==> src/rtl/mad_array_sequencer.sv <==
// mad_array_sequencer: clocked front/back stage for the combinational multiply/divide array (optional MAD_DIVZERO_DETECT_EN)
module mad_array_sequencer #(
    parameter int N             = 4,
    parameter int SETTLE_CYCLES = 4
) (
    input  logic           clk,
    input  logic           rst,
    input  logic           req_valid,
    output logic           req_ready,
    input  logic           req_mul,
    input  logic [2*N-1:0] req_a,
    input  logic [N-1:0]   req_b,
    output logic [N-1:0]   arr_x,
    output logic [N-1:0]   arr_y,
    output logic [2*N-1:0] arr_p,
    output logic           arr_mul_bar,
    input  logic [2*N-1:0] arr_prod,
    input  logic [N-1:0]   arr_q,
    input  logic [N-1:0]   arr_r,
    output logic           res_valid,
    input  logic           res_ready,
    output logic [2*N-1:0] res_data,
    output logic           res_ovf,
    output logic           res_dz
);
    localparam int CW = $clog2(SETTLE_CYCLES + 1);

    typedef enum logic [1:0] {IDLE, SETTLE, HOLD} state_t;

    state_t         state, state_nx;
    logic [CW-1:0]  cnt;
    logic           mul_bar;
    logic [2*N-1:0] a_r;
    logic [N-1:0]   b_r;
    logic           accept, dz;

    assign accept = (state == IDLE) && req_valid;
`ifdef MAD_DIVZERO_DETECT_EN
    assign dz = !req_mul && (req_b == '0);
`else
    assign dz = 1'b0;
`endif

    // mode register reset to multiply keeps every array output at 0 after reset
    assign arr_mul_bar = mul_bar;
    assign arr_x       = mul_bar ? b_r : a_r[N-1:0];
    assign arr_y       = mul_bar ? '0 : b_r;
    assign arr_p       = mul_bar ? a_r : '0;

    // state register
    always_ff @(posedge clk) begin
        if (rst) state <= IDLE;
        else     state <= state_nx;
    end

    // next state and handshake outputs
    always_comb begin
        state_nx  = state;
        req_ready = state == IDLE;
        res_valid = state == HOLD;
        case (state)
            IDLE:    if (req_valid) state_nx = dz ? HOLD : SETTLE;
            SETTLE:  if (cnt == '0) state_nx = HOLD;
            HOLD:    if (res_ready) state_nx = IDLE;
            default: state_nx = IDLE;
        endcase
    end

    // operand capture, settle countdown and result capture
    always_ff @(posedge clk) begin
        if (rst) begin
            cnt      <= '0;
            mul_bar  <= 1'b0;
            a_r      <= '0;
            b_r      <= '0;
            res_data <= '0;
            res_ovf  <= 1'b0;
            res_dz   <= 1'b0;
        end else if (accept) begin
            mul_bar <= !req_mul;
            a_r     <= req_a;
            b_r     <= req_b;
            cnt     <= CW'(SETTLE_CYCLES - 1);
            if (dz) begin
                res_data <= {req_a[N-1:0], {N{1'b1}}};
                res_ovf  <= 1'b0;
                res_dz   <= 1'b1;
            end
        end else if (state == SETTLE) begin
            cnt <= cnt - 1'b1;
            if (cnt == '0) begin
                res_data <= mul_bar ? {arr_r, arr_q} : arr_prod;
                res_ovf  <= mul_bar && (a_r[2*N-1:N] >= b_r);
                res_dz   <= 1'b0;
            end
        end
    end
endmodule

==> config.mk <==
export PLATFORM = sky130hd
export DESIGN_NAME = mad_array_sequencer
export DESIGN_NICKNAME = d
export VERILOG_FILES = /design/src/rtl/mad_array_sequencer.sv
export SDC_FILE = /design/constraint.sdc
export NUM_CORES = 1
export LEC_CHECK = 0
export ABC_AREA = 1
export CAP_MARGIN = 20
export CORE_MARGIN = 2
export CORE_UTILIZATION = 25
export CTS_CLUSTER_DIAMETER = 100
export DETAILED_ROUTE_END_ITERATION = 10
export DONT_BUFFER_PORTS = 1
export SYNTH_ARGS = -nofsm -noshare
export SYNTH_HDL_FRONTEND = slang
export SYNTH_SLANG_ARGS = --single-unit
==> constraint.sdc <==
create_clock -name clk -period 2.2 [get_ports clk]
set_input_delay 0.55 -clock clk [delete_from_list [all_inputs] [get_ports clk]]
set_output_delay 0.55 -clock clk [all_outputs]
set_load 0.02 [all_outputs]
# Word-level counts from Yosys, hierarchy flattened
# Cells that the tools add are included.
# op_classes
n_addsub	1
order_cmp	1
n_eq_ne	5
n_mux	10
bitwise	1
reduce_logical	9
# op_table
cell	n
two-way mux 8 bit	2
two-way mux 2 bit	5
two-way mux 4 bit	2
one-hot mux 2 bit (3 select lines)	1
AND reduction 3 bit	2
>= comparator 4 bit	1
!= test 2 bit (second input constant)	2
zero test 3 bit	1
subtractor 3 x 1 -> 3 bit (second input constant)	1
== test 2 x 1 -> 1 bit (second input constant)	1
== test 2 bit (second input constant)	1
logical AND 1 bit	2
zero test 2 bit	1
!= test 2 x 1 -> 1 bit (second input constant)	1
nonzero test 2 bit	1
OR reduction 2 bit	1
zero test 1 bit	1
NOT 1 bit	1
# totals
ff_bits	27
inputBits	33
out_inout_bits	29
elab_cells	35

# Depth between registers and ports, before layout
# depth
ltp_word	4
depth_mapped	9
depth_no_buf	9

# Least setup slack after synthesis
# OpenSTA, ideal clock, no wires.
# synth_timing
path_type	reg2out
from	register mul_bar (netlist: arr_mul_bar)
to	output arr_x[0]
arrival_ps	1416
required_ps	1650
slack_ps	234
path_stages_with_launch	4
path_buffers	1
path_cell_list	dfxtp_1 clkinv_1 clkbuf_1 o21ai_0
# synth_between
elab_chain_len	1
# synth_rtl
item	line	text
start, declared	32	logic mul_bar;
start signal, assigned	80	mul_bar <= !req_mul;
two-way mux 4 bit	46	assign arr_x = mul_bar ? b_r : a_r[N-1:0];
end, declared	13	output logic [N-1:0] arr_x,
# No other way between the ends.

# Worst setup path after layout
# layout_timing
from	register mul_bar (netlist: arr_mul_bar)
to	output arr_x[2]
# Same word-level chain as after synthesis.

==> results.md <==
* Slew headroom at 0.5896
* Post-Synth XOR/XNOR Area at 0
* Area grow syn2layout at 8.835%
* Reg2reg start: state[0]$_SDFFE_PP0P_
* LEAKAGE at 0.6736 nW
* Register area at 540.5 sq um
* Post_cts resized at 0
* Overflow after GRT at 0
* Compound-Gate Fraction of Synth Area at 0.1908
* # DRC at 0
* Crit start category: register
* First-pass GRT wire length at 4781 microns
* Largest net degree at the start of global routing at 24
* Core Area at 0.005107 sq mm
* Antenna-violating nets left at 0
* Min-delay src: rst
* Setup-failing EPs final at 0
* Fraction of layout cells with a size suffix above 1 at 0.07979
* VDD IR max at 0.2350 mV
* Syn avg cell area at 7.081 sq um
* Synth Net Count at 227
* Hold Vio Cnt, Final at 0
* Hpwl dp at 2247 microns
* Worst setup EP type: primary output
* GPL Wtd Cong at 0.7040
* Min-delay worst type: in -> reg
* PortBufs at 0
* GRT Overall Usage at 0.09993
* Post-synthesis adder-cell area fraction at 0.05639
* Worst-path clk slew at 0.11 ns
* I/O Pins at 62
* Initial antenna violation count at 0
* Post-CTS setup buffer count at 0
* Vias in the first global route at 1026
* CTS Buf Count at 3
* Initial Utilization at 0.2607
* TNS Setup at 0 ns
* Die Y at 76.98 microns
* Antenna Cells at 0
* Final Max Slew Viols at 0
* Non-filler instance count after layout at 258
* CP Max Fanout at 17
* Cell Pwr Density at 807.9 mW/mm^2
* Dpl cell area at 0.001395 sq mm
* DR vias/cell at 4.465
* Worst Tran Pin Value at 0.6149 ns
* Largest family of logic cells by synthesized area: simple AND/OR/NAND/NOR gates
* Area of the multi-input gates at 624.3 sq um
* Fill count at 578
* Outcome: complete, no violations
* Clock latency on the worst-skew pair at 0.28 ns
* Kind of critical path: reg -> out
* Worst Clk Skew at 0.005903 ns
* Arrival @ worst endpoint at 1.39 ns
* Post-synthesis mux area share at 0
* #FFs+latches synth at 27
* DIE AREA at 0.005925 sq mm
* Iter 0 DRT Violations at 54
* RSZ-0062 raised after global routing: false
* # hold bufs at CTS at 0
* Mapped cell area at 0.001331 sq mm
* Worst Setup SP: arr_mul_bar$_SDFFE_PP0P_
* CTS tree: built
* Vias at 1152
* Row count at 26
* Sequential fraction of the synthesis area at 0.4060
* H-tree depth at 1
* Clock Sink Count at 27
* Post-synth cell types at 23
* WL/cell at 11.79 microns
* Horiz. Die Dim at 76.98 microns
* Fin nets at 228
* CTS max path bufs at 2
* Post-Synthesis Cells at 188
* Highest clock rate at 0.5161 GHz
* Dpl cells at 254
* Worst Path Required at 1.65 ns
* Final worst path period share at 0.8807
* CTS root buf: clkbuf_8
* Max_cap viols at 0
* Fin crit period at 1.937 ns
* Simple-gate share of the synthesized area at 0.2190
* Pre-antenna DRT Iters at 4
* Total chip power at 0.001171 W
* Number of synthesis warnings at 0
* Final WL at 3042 microns
* Cell area after layout at 0.001449 sq mm
## flip-flops by register name, summed over array words and instances (netlist names)
signal and count:
cnt 3, a_r 8, b_r 4, res_data 8, res_ovf 1, arr_mul_bar 1, state 2
## per-stage QoR
step | setup WS [ns] | utilization | hold slack (ns)
floorplan | 0.2337 | - | 0.4501
global placement | 0.4507 | 0.2732 | 0.4780
detailed placement | 0.4238 | 0.2732 | 0.4840
CTS | 0.08509 | 0.2830 | 0.3253
global route | 0.1496 | 0.2837 | 0.3207
finish | 0.2625 | 0.2837 | 0.3265
## cell usage after synthesis
| library cell | count | area share |
|---|---|---|
| inv_1 | 26 | 0.073 |
| buf_4 | 1 | 0.0056 |
| nand3_1 | 2 | 0.0075 |
| dfxtp_1 | 27 | 0.41 |
| clkinv_1 | 1 | 0.0028 |
| nand4_1 | 1 | 0.0047 |
| inv_2 | 1 | 0.0028 |
| a31oi_1 | 8 | 0.038 |
| clkbuf_2 | 1 | 0.0038 |
| nor2_8 | 1 | 0.015 |
| o21ai_1 | 1 | 0.0038 |
| nand2_2 | 1 | 0.0047 |
| o21ai_0 | 27 | 0.10 |
| conb_1 | 1 | 0.0028 |
| ha_1 | 6 | 0.056 |
| nand2_1 | 38 | 0.11 |
| a21oi_1 | 11 | 0.041 |
| nor2_1 | 24 | 0.068 |
| nor3_1 | 1 | 0.0038 |
| clkbuf_1 | 4 | 0.011 |
| buf_6 | 3 | 0.025 |
| nand2_4 | 1 | 0.0085 |
| o21ai_2 | 1 | 0.0066 |
## cell type report
class	instances	area share
Clock buffer	3	0.02850
Clock inverter	1	0.006045
Inverter	28	0.07513
Multi-Input combinational cell	124	0.4309
Sequential cell	27	0.3731
Tap cell	70	0.06045
Timing Repair Buffer	5	0.02591
## path summary, 6_finish.rpt
kind                              end  slack [ns]  depth (start not counted)
max reg2reg  arr_mul_bar$_SDFFE_PP0P_        0.50                          5
max                          arr_x[2]        0.26                          3
min reg2reg       a_r[4]$_SDFFE_PP0P_        0.50                          2
min             state[1]$_SDFFE_PP0P_        0.33                          1
## layout by cell type (no fill, tap or decap), types with 2 or more instances in the layout
cell type | netlist | final
a21oi_1 | 11 | 11
a31oi_1 | 8 | 8
buf_4 | 1 | 5
clkbuf_8 | 0 | 3
dfxtp_1 | 27 | 27
ha_1 | 6 | 6
inv_1 | 26 | 26
nand2_1 | 38 | 38
nand3_1 | 2 | 2
nor2_1 | 24 | 24
o21ai_0 | 27 | 27
## per-layer routing
layer / share of wire / GRT usage / up-vias
li1: - / - / 593
met1: 0.46 / 0.1164 / 515
met2: 0.46 / 0.1807 / 42
met3: 0.070 / 0.02588 / 2
met4: 0.0056 / 0.02679 / 0
met5: 0 / 0 / -
## critical path, cell delays in order, from the launching register on
cell	delay, ns
dfxtp_1	0.39
clkinvlp_4	0.29
o21ai_0	0.26
buf_4	0.17
## cell families after synthesis
| logic type | count (synthesis) |
|---|---|
| AND/OR/NAND/NOR | 69 |
| flip-flops | 27 |
| buffers and inverters | 37 |
| AO/OA/AOI/OAI | 48 |
| adder cells (fa/ha/maj) | 6 |
| other | 1 |
## power by group
part | internal [W] | switching, W
registers | 0.000537 | 0.0000482
logic | 0.0000857 | 0.000191
clock network | 0.000133 | 0.000175
(Power assumes the default switching activity.)
